File: config.mk
export PLATFORM = sky130hd
export DESIGN_NAME = buzzer_poly
export DESIGN_NICKNAME = d
export VERILOG_FILES = /design/src/rtl/buzzer_poly.sv
export SDC_FILE = /design/constraint.sdc
export NUM_CORES = 1
export LEC_CHECK = 0
export CAP_MARGIN = 40
export CORE_MARGIN = 3
export CORE_UTILIZATION = 45
export CTS_CLUSTER_DIAMETER = 100
export CTS_CLUSTER_SIZE = 40
export DETAILED_ROUTE_END_ITERATION = 10
export GPL_TIMING_DRIVEN = 0
export PLACE_DENSITY_LB_ADDON = 0.08
export SLEW_MARGIN = 20
export SYNTH_ARGS = -nofsm -noshare
export SYNTH_HDL_FRONTEND = slang
export SYNTH_SLANG_ARGS = --single-unit
File: constraint.sdc
create_clock -name clk -period 12.67 [get_ports clk]
set_input_delay 1.267 -clock clk [delete_from_list [all_inputs] [get_ports clk]]
set_output_delay 1.267 -clock clk [all_outputs]
set_load 0.01 [all_outputs]
File: src/rtl/buzzer_poly.sv
// Polyphonic buzzer: decodes 24-bit commands into CHANNELS square-wave voices,
// mixes them and emits a first-order sigma-delta bit stream on the sound bus.
module buzzer_poly #(
  parameter int unsigned CHANNELS  = 4,
  parameter int unsigned DIV_WIDTH = 16,
  parameter int unsigned VOL_WIDTH = 3,
  parameter int unsigned TICK_DIV  = 1024,
  localparam int unsigned MIX_W    = VOL_WIDTH + $clog2(CHANNELS + 1)
) (
  input  logic                clk,
  input  logic                rst,
  input  logic                start,
  input  logic [23:0]         in,
  output logic [7:0]          sound,
  output logic                pwm,
  output logic [CHANNELS-1:0] active,
  output logic [MIX_W-1:0]    mix
);

  localparam int unsigned TICK_W = $clog2(TICK_DIV);
  localparam logic [MIX_W:0] FULL_SCALE = (MIX_W + 1)'(CHANNELS * (2 ** VOL_WIDTH - 1));

  localparam logic [3:0] OpNote     = 4'd1;
  localparam logic [3:0] OpStop     = 4'd2;
  localparam logic [3:0] OpVol      = 4'd3;
  localparam logic [3:0] OpDuration = 4'd4;
  localparam logic [3:0] OpStopAll  = 4'd5;

  logic [3:0]  opcode;
  logic [3:0]  chan;
  logic [15:0] payload;
  assign opcode  = in[23:20];
  assign chan    = in[19:16];
  assign payload = in[15:0];

  logic [TICK_W-1:0]    tickCnt;
  logic                 tick;
  logic [DIV_WIDTH-1:0] div    [CHANNELS];
  logic [DIV_WIDTH-1:0] cnt    [CHANNELS];
  logic [DIV_WIDTH-1:0] durCnt [CHANNELS];
  logic [DIV_WIDTH-1:0] durLen [CHANNELS];
  logic [VOL_WIDTH-1:0] vol    [CHANNELS];
  logic [CHANNELS-1:0]  phase;
  logic [CHANNELS-1:0]  cmdHit;
  logic                 stopAll;
  logic [MIX_W-1:0]     mixSum;
  logic [MIX_W-1:0]     acc;
  logic [MIX_W:0]       accSum;

  assign tick    = (tickCnt == TICK_W'(TICK_DIV - 1));
  assign stopAll = start && (opcode == OpStopAll);

  // A channel command replaces that channel's tick update for this cycle.
  always_comb begin
    cmdHit = '0;
    for (int i = 0; i < CHANNELS; i++) begin
      cmdHit[i] = start && (chan == 4'(i)) && (opcode >= OpNote) && (opcode <= OpDuration);
    end
  end

  always_comb begin
    mixSum = '0;
    for (int i = 0; i < CHANNELS; i++) begin
      if (active[i] && phase[i]) mixSum = mixSum + MIX_W'(vol[i]);
    end
  end

  assign accSum = {1'b0, acc} + {1'b0, mix};
  assign sound  = {8{pwm}};

  always_ff @(posedge clk or posedge rst) begin
    if (rst) begin
      tickCnt <= '0;
    end else begin
      tickCnt <= tick ? '0 : tickCnt + TICK_W'(1);
    end
  end

  always_ff @(posedge clk or posedge rst) begin
    if (rst) begin
      active <= '0;
      phase  <= '0;
      for (int i = 0; i < CHANNELS; i++) begin
        div[i]    <= '0;
        cnt[i]    <= '0;
        durCnt[i] <= '0;
        durLen[i] <= '0;
        vol[i]    <= '1;
      end
    end else begin
      for (int i = 0; i < CHANNELS; i++) begin
        if (cmdHit[i]) begin
          case (opcode)
            OpNote: begin
              div[i]    <= DIV_WIDTH'(payload);
              cnt[i]    <= '0;
              durCnt[i] <= durLen[i];
              active[i] <= (payload != '0);
              phase[i]  <= (payload != '0);
            end
            OpStop: begin
              active[i] <= 1'b0;
              phase[i]  <= 1'b0;
            end
            OpVol:      vol[i]    <= payload[VOL_WIDTH-1:0];
            OpDuration: durLen[i] <= DIV_WIDTH'(payload);
            default: ;
          endcase
        end else if (tick && active[i]) begin
          if (cnt[i] == div[i] - DIV_WIDTH'(1)) begin
            cnt[i]   <= '0;
            phase[i] <= ~phase[i];
          end else begin
            cnt[i] <= cnt[i] + DIV_WIDTH'(1);
          end
          // durCnt of zero means the note plays until stopped.
          if (durCnt[i] != '0) begin
            durCnt[i] <= durCnt[i] - DIV_WIDTH'(1);
            if (durCnt[i] == DIV_WIDTH'(1)) begin
              active[i] <= 1'b0;
              phase[i]  <= 1'b0;
            end
          end
        end
        if (stopAll) begin
          active[i] <= 1'b0;
          phase[i]  <= 1'b0;
        end
      end
    end
  end

  always_ff @(posedge clk or posedge rst) begin
    if (rst) begin
      mix <= '0;
      acc <= '0;
      pwm <= 1'b0;
    end else begin
      mix <= mixSum;
      if (accSum >= FULL_SCALE) begin
        acc <= MIX_W'(accSum - FULL_SCALE);
        pwm <= 1'b1;
      end else begin
        acc <= MIX_W'(accSum);
        pwm <= 1'b0;
      end
    end
  end

endmodule

After elaboration in Yosys (flattened, before gate mapping):

Index checks and enable logic that the tools add are counted.

* logic and storage cells: 238
* input bits: 27
* output and inout bits: 19
* flip-flop bits (word level): 299

* equality and inequality tests: 25
* add/subtract/negate cells: 18
* $lt $le $gt $ge: 3
* bitwise gates (word level): 4
* multiplexer cells: 81
* reductions and logical operators: 75

Operator list (number)
* $mux W16: 29
* $sub A16 B1 Y16 const B: 8
* $reduce_bool A16 Y1: 5
* $add A16 B1 Y16 const B: 4
* $eq A16 B1 Y1 const B: 4
* $eq A16 B16 Y1: 4
* $mux W1: 45
* $reduce_and A2 Y1: 20
* $reduce_bool A3 Y1: 12
* $mux W6: 4
* $logic_and A1 B1 Y1: 21
* $add A6 B3 Y6: 3
* $eq A4 B2 Y1 const B: 4
* $ne A4 B1 Y1 const B: 4
* $reduce_and A4 Y1: 4
* $reduce_bool A2 Y1: 8
* $reduce_and A3 Y1: 4
* $add A10 B1 Y10 const B: 1
* $eq A10 B10 Y1 const B: 1
* $mux W10: 1
* $eq A4 B1 Y1 const B: 2
* $eq A4 B3 Y1 const B: 2
* $ne A2 B1 Y1 const B: 4
* $add A6 B6 Y7: 1
* 8 further kinds: 11

Logic depth before layout (Yosys ltp):

Gate-level depths: netlist (run 1).

* depth after elaboration: 8
* depth in mapped cells: 15

Worst setup path after synthesis (run 1):

No wires, ideal clock.

* kind: input-to-reg
* from: input in[19]
* to: register durCnt[3] (netlist bit)
* setup time: 77 ps
* path slack: 9057 ps
* cell stages on the path: 9
* path buffers: 2
* data arrival time: 3536 ps
* cells stage by stage: nor4bb_1 -> o2111a_1 -> buf_2 -> nand2_1 -> and2_0 -> a31oi_1 -> clkbuf_1 -> a21oi_1 -> a21oi_1

* word-level cells in the longest chain between the ends: 6

Ends and longest elaborated chain
* start: declaration: line 13 `input logic [23:0] in,`
* $eq A4 B2 Y1 (*): line 57 `cmdHit[i] = start && (chan == 4'(i)) && (opcode >= OpNote) && (opcode <= OpDuration);`
* $logic_and A1 B1 Y1 (*) (3 in series): line 57
* $ne A2 B1 Y1 (no line) / $reduce_bool A2 Y1 (equally long branches)
* $reduce_and A3 Y1 (no line)
* end signal: indexed assignment: line 97 `durCnt[i] <= durLen[i];`
* end signal: indexed assignment: line 118 `durCnt[i] <= durCnt[i] - DIV_WIDTH'(1);`
* end: declaration: line 40 `logic [DIV_WIDTH-1:0] durCnt [CHANNELS];`

Mark *: on every way between the ends. The rest lies on a longest branch, timed or not.
A chain may end at the register's enable or synchronous reset.

Final worst setup path (run 1):

* from: input start
* to: register durCnt[3] (netlist bit)

* word-level cells in the longest chain between the ends: 5

Ends and longest elaborated chain
* start: declaration: line 12 `input logic start,`
* $logic_and A1 B1 Y1 (*) (3 in series): line 57
* $ne A2 B1 Y1 (no line) / $reduce_bool A2 Y1 (equally long branches)
* $reduce_and A3 Y1 (no line)

Marks and branches as above.

==> results_dict.tcl, run 1 <==
set metrics [dict create \
    rsz0062_at_grt "no" \
    final_antenna_net_count 0 \
    tightest_slew_ns 0.800 \
    drive_gt1_frac 0.132 \
    place_hpwl_um 31700 \
    synth_edf_count 0 \
    whs_ns 0.488 \
    antennaDiodeCount 0 \
    hold_end "tickCnt[4]" \
    drtPass1Iterations 5 \
    clockBufferDepth 3 \
    top_level_ports 46 \
    via_count 13549 \
    final_nets 1890 \
    synthXorXnorAreaFrac 0.0626 \
    place_area_um2 18200 \
    setup_violations 0 \
    numClockSinks 299 \
    r2r_start "tickCnt[0]" \
    rows 70 \
    slew_headroom 0.462 \
    muxShareOfSynthArea 0.109 \
    status "completed" \
    post-route-period-util 0.363 \
    cts_buffers 14 \
    pre_cts_slack_ns 7.59 \
    worst_path_max_delay_cell "a31oi_1" \
    fill_cells 3490 \
    ys.warnings.count 0 \
    grt_max_degree 95 \
    grt_antenna_before_repair 3 \
    path_cells "clkdlybuf4s50_1 > nor4bb_1 > buf_2 > o2111a_1 > buf_2 > nand2_1 > and2_0 > a31oi_1 > clkbuf_1 > a21oi_1 > a21oi_1" \
    cts-resized-gates 0 \
    critPathMaxStageDelay_ns 0.60 \
    fmax_mhz 217 \
    grt_pass1_vias 12687 \
    synthArstFlopShare 1.00 \
    vias_per_cell 5.79 \
    synth-compound-area-share 0.137 \
    hp-start "tickCnt[4]" \
    synth_nets 1816 \
    grt_overflow_total 0 \
    initial_core_util 0.459 \
    vdd_ir_drop_max_mv 0.0769 \
    synth-seq-area-share 0.443 \
    finalClockSkew_ns 0.0257 \
    hold_depth 1 \
    fin_ws_ns 8.07 \
    die-area_um2 40000 \
    arrival_ns 5.08 \
    die_h_um 200 \
    portBuffers 41 \
    end_kind "register" \
    r2r_cells 11 \
    design.core.area_um2 36900 \
    synth_top_family_by_area "simple AND/OR/NAND/NOR gates" \
    ys_ff_latch 299 \
    syn2layout_area_growth_pct 10.8 \
    drcViolationCount 0 \
    ys.flop_type "dfrtp_1" \
    synth_top_area_share 0.424 \
    path_class "input pin to register" \
    synth_area_leader_cell "dfrtp_1" \
    root_buffer "clkbuf_16" \
    grt_first_pass_wirelength_um 70100 \
    synth.distinct_cells 81 \
    synth_area_leaders "dfrtp_1 42%, mux2_2 10%, o21ai_0 4.1%" \
    path_clk_slew_ns 0.14 \
    worstHoldPathType "register to register" \
    slew_violations 0 \
    ctsHoldBuffers 0 \
    cp.required_ns 13.15 \
    routed_wl_um 44200 \
    cellPowerDensity_nw_per_um2 94.5 \
    drtIter0Drc 990 \
    wl_per_cell_um 18.9 \
    r2r_slack_ns 8.67 \
    grt.total_usage 0.220 \
    instances_no_fill 2339 \
    final_area_um2 18800 \
    clk_latency_ns 0.54 \
    synthAdderAreaFrac 0.0285 \
    syn-instance-count 1753 \
    period_needed_ns 4.60 \
    mappedNetlistArea_um2 16900 \
    post_cts_buffers 0 \
    cap_violations 0 \
    reg2reg_to "durCnt[45]" \
    htreeDepth 1 \
    place.gp.congestion 0.851 \
    utilization 0.509 \
    leakagePower_uw 0.00853 \
    dieWidth_um 200 \
    cts_tree "yes" \
    placedCellCount 2314 \
    hold_viol 0 \
    worst_setup_path_start_kind "input pin" \
    yosys.area_share.simple 0.185 \
    synth.avg_cell_area_um2 9.66 \
    crit_fanout 10 \
]
[through the flow]
stage	TNS [ns]	power [uW]
after global placement	-260.90	1160
final	0	1770
after floorplan	0	1110
after CTS	0	1800
after global routing	0	1840
after detailed placement	0	1170
[cells in the final DEF (no fill, tap or decap), types with 10 or more instances in the layout]
master | synthesis | layout
a31oi_1 | 11 | 11
mux2i_1 | 15 | 15
nor3_1 | 68 | 68
nor2_1 | 144 | 144
a22o_1 | 12 | 12
or3_1 | 16 | 16
and3_1 | 32 | 32
nor2b_1 | 10 | 10
inv_1 | 57 | 56
nor3b_1 | 11 | 11
a21oi_1 | 111 | 111
or4_1 | 17 | 17
nand4_1 | 21 | 21
nand2_1 | 105 | 105
xor2_1 | 50 | 50
buf_2 | 7 | 12
clkbuf_16 | 0 | 15
clkbuf_1 | 70 | 70
o21ai_0 | 138 | 138
nor4_1 | 31 | 31
nand3b_1 | 11 | 11
xnor2_1 | 71 | 71
o211ai_1 | 19 | 19
dfstp_2 | 12 | 12
a22oi_1 | 16 | 16
a21o_1 | 10 | 10
ha_1 | 33 | 33
clkdlybuf4s50_1 | 0 | 41
mux2_2 | 151 | 151
dfrtp_1 | 287 | 287
nand3_1 | 80 | 80
[logic make-up (layout without fill, tap and decap cells)]
| group | after synthesis | in the layout |
|---|---|---|
| AOI/OAI and AO/OA | 381 | 381 |
| xor gates and xnor gates | 121 | 121 |
| adders and majority gates | 37 | 37 |
| buffers and inverters | 147 | 229 |
| DFF | 299 | 299 |
| muxes | 166 | 166 |
| and+or+nand+nor | 602 | 602 |
[state kept, by name, summed over array words and instances, names as in the netlist, 6 cells and up]
signal and cells:
acc 6, cnt 64, div 64, durCnt 64, durLen 64, mix 6
tickCnt 10, vol 12
[final cells by class]
cell class,count,area [um^2],area share
plain buffers,90,388,0.0207
multi-input cells,1307,8860,0.472
flip-flops and latches,299,7500,0.399
clock inverters,9,156,0.00833
repair buffers,58,642,0.0342
well taps,504,631,0.0336
clock buffers,15,375,0.0200
inverters,57,221,0.0118
[worst max-delay path, delay by kind of cell]
kind            cells  cell delay [ns]
simple gates        3             1.14
buf+inv             4             1.59
compound gates      4             1.09
[layer usage]
layer,routed length (um),global-route usage
met5,15,0
met4,671,0.0393
met3,1650,0.0191
met2,20000,0.350
met1,21900,0.334
[synthesized netlist by cell type (all sizes together) (11+ instances only)]
library cell    n
a22o           12
a22oi          16
nor3b          11
o211ai         19
clkbuf         70
or3            16
xnor2          71
nand2         105
and3           32
mux2          151
buf            20
or4            17
nor3           68
nand4          21
nor2          145
inv            57
a21oi         112
nand3b         11
ha             33
a31oi          11
mux2i          15
xor2           50
dfrtp         287
nand3          80
o21ai         138
nor4           33
dfstp          12
[how the worst max path moves through the flow]
stage,depth (start not counted),from,endpoint,slack (ns)
2_1_floorplan,1,rst,acc[0],3.16
3_3_place_gp,2,rst,cnt[20],-0.94
3_5_place_dp,11,start,durCnt[3],7.59
4_1_cts,11,start,durCnt[1],8.17
5_1_grt,11,start,durCnt[1],7.88
6_report,11,start,durCnt[3],8.07
[power by group]
part / total, uW / switching [uW] / leakage [uW] / internal (uW)
logic: 168 / 102 / 0.00428 / 66.2
clock network: 618 / 372 / 0.000256 / 246
registers: 988 / 15.7 / 0.00400 / 972
total: 1770 / 489 / 0.00853 / 1280
Note: power is estimated with default switching activity, not from simulation.
==> run 2: changes to the inputs <==
==> constraint.sdc (replaced) <==
create_clock -name clk -period 4.7 [get_ports clk]
set_input_delay 0.47 -clock clk [delete_from_list [all_inputs] [get_ports clk]]
set_output_delay 0.47 -clock clk [all_outputs]
set_load 0.01 [all_outputs]
==> run 2 against run 1 <==
Clock power increased to 2.6 times the previous value. Highest routed layer unchanged. First-iteration DRC count decreased by 12%. Sequential cell count is the same. Sequential power grew to 2.7 times the previous value. Utilization rose by 0.38 points. Register-to-register slack got worse by 8.0 ns. Global-route usage rose by 0.22 points. Worst hold slack got worse by 0.18 ns. Wire length grew 0.50%. Final cell count up 0.43%. Worst setup slack worse by 7.4 ns.
==> results_dict.tcl, run 2 (synthesis gave the netlist of run 1 again) <==
set metrics [dict create \
    status "completed" \
    grt_overflow_total 0 \
    numClockSinks 299 \
    die_h_um 200 \
    rsz0062_at_grt "no" \
    post-route-period-util 0.857 \
    end_kind "register" \
    portBuffers 41 \
    p_int_uw 3460 \
    cts_tree "yes" \
    place_hpwl_um 32200 \
    fill_cells 3430 \
    top_level_ports 46 \
    hold_viol 0 \
    routed_wl_um 44500 \
    grt.total_usage 0.222 \
    via_count 13541 \
    syn2layout_area_growth_pct 11.6 \
    path_cells "ha_1 > nand2_1 > nor4_1 > clkbuf_1 > nand3_1 > and2_1 > a21oi_1 > clkbuf_1 > o21ai_0 > nand2_1 > o21ai_0" \
    drtIter0Drc 871 \
    cap_violations 0 \
    cellPowerDensity_nw_per_um2 252 \
    instances_no_fill 2349 \
    vias_per_cell 5.76 \
    path_class "register to register" \
    whs_ns 0.312 \
    path_clk_slew_ns 0.11 \
    setup_violations 0 \
    finalClockSkew_ns 0.0535 \
    mostFrequentLayoutCell "dfrtp_1" \
    clk_latency_ns 0.55 \
    tightest_slew_ns 0.855 \
    p_switching_uw 1300 \
    cp_top_family "simple AND/OR/NAND/NOR gates" \
    grt_first_pass_wirelength_um 71000 \
    worstHoldPathType "input pin to asynchronous set/reset pin" \
    slew_headroom 0.428 \
    place_area_um2 18400 \
    drtPass1Iterations 5 \
    cts-resized-gates 0 \
    drcViolationCount 0 \
    rows 70 \
    grt_max_degree 41 \
    leakagePower_uw 0.00860 \
    slew_violations 0 \
    drive_gt1_frac 0.137 \
    period_needed_ns 4.03 \
    clockBufferDepth 3 \
    worst_path_max_delay_cell "clkbuf_1" \
    root_buffer "clkbuf_16" \
    cts_buffers 15 \
    p_seq_frac 0.559 \
    initial_core_util 0.459 \
    htreeDepth 1 \
    cp_num_buf_inv 2 \
    fmax_mhz 248 \
    place.gp.congestion 0.855 \
    vdd_ir_drop_max_mv 0.263 \
    ctsHoldBuffers 0 \
    arrival_ns 4.40 \
    final_antenna_net_count 0 \
    final_nets 1899 \
    cp.required_ns 5.07 \
    post_cts_buffers 0 \
    r2r_cells 11 \
    final_area_um2 18900 \
    power.share.clock 0.342 \
    pwr-share-comb 0.099 \
    design.core.area_um2 36900 \
    wl_per_cell_um 18.9 \
    die-area_um2 40000 \
    switching_share 0.273 \
    critPathMaxStageDelay_ns 0.64 \
    dieWidth_um 200 \
    cp.depth 11 \
    grt_antenna_before_repair 2 \
    grt_pass1_vias 12878 \
    placedCellCount 2322 \
    crit_fanout 10 \
    final_cell_mix "287 x dfrtp_1, 151 x mux2_2, 144 x nor2_1, 138 x o21ai_0, 111 x a21oi_1" \
    worst_setup_path_start_kind "register" \
]
==> run 2: changes by cell type in the layout (fill, tap and decap cells not counted), sizes merged <==
cell / delta
clkinv: +2
buf: +7
diode: +1
inv: -2
clkinvlp: +1
clkbuf: +1
==> run 2: per-layer routing <==
metal,part of all wire,track usage
met1,0.49,0.336
met2,0.45,0.356
met3,0.044,0.0222
met4,0.013,0.0352
met5,0.00045,0
==> run 2: power groups by stage <==
stage	clock [uW]	sequential [uW]	combinational [uW]
floorplan	0	2700	296
global placement	0	2710	424
detailed placement	0	2710	472
CTS	1690	2660	474
global route	1780	2670	523
finish	1630	2660	472
==> run 2: worst register-to-register path, stage by stage (launching register included) <==
cell and delay, ns:
dfrtp_1 0.40, ha_1 0.23, nand2_1 0.10, nor4_1 0.51, clkbuf_1 0.64, nand3_1 0.61, and2_1 0.44, a21oi_1 0.19
clkbuf_1 0.44, o21ai_0 0.17, nand2_1 0.09, o21ai_0 0.08
==> run 2: path summary, 6_finish.rpt <==
check                             endpoint  startpoint  slack, ns
worst max-delay path            durCnt[42]  tickCnt[0]       0.67
worst min-delay path              phase[3]         rst       0.31
worst max register to register  durCnt[42]  tickCnt[0]       0.67
worst min register to register  tickCnt[4]  tickCnt[4]       0.49
max in group asynchronous       durLen[21]         rst       3.08
min in group clk                tickCnt[4]  tickCnt[4]       0.49
==> run 2: final cells by class <==
type | instances | area, um^2 | share of cell area
Buffer | 90 | 388 | 0.0205
Tap cell | 504 | 631 | 0.0334
Sequential cell | 299 | 7500 | 0.397
Clock inverter | 10 | 136 | 0.00721
Timing Repair Buffer | 66 | 802 | 0.0424
Antenna cell | 1 | 2.50 | 0.000132
Clock buffer | 15 | 375 | 0.0199
Inverter | 57 | 218 | 0.0115
Multi-Input combinational cell | 1307 | 8860 | 0.468
==> run 2: per-stage QoR <==
step	setup WS, ns	power (uW)	setup TNS, ns	utilization
floorplan	0.267	3000	0	-
global placement	-2.08	3140	-594.66	0.488
detailed placement	0.363	3180	0	0.499
CTS	0.723	4830	0	0.513
global route	0.421	4970	0	0.513
finish	0.673	4760	0	0.513
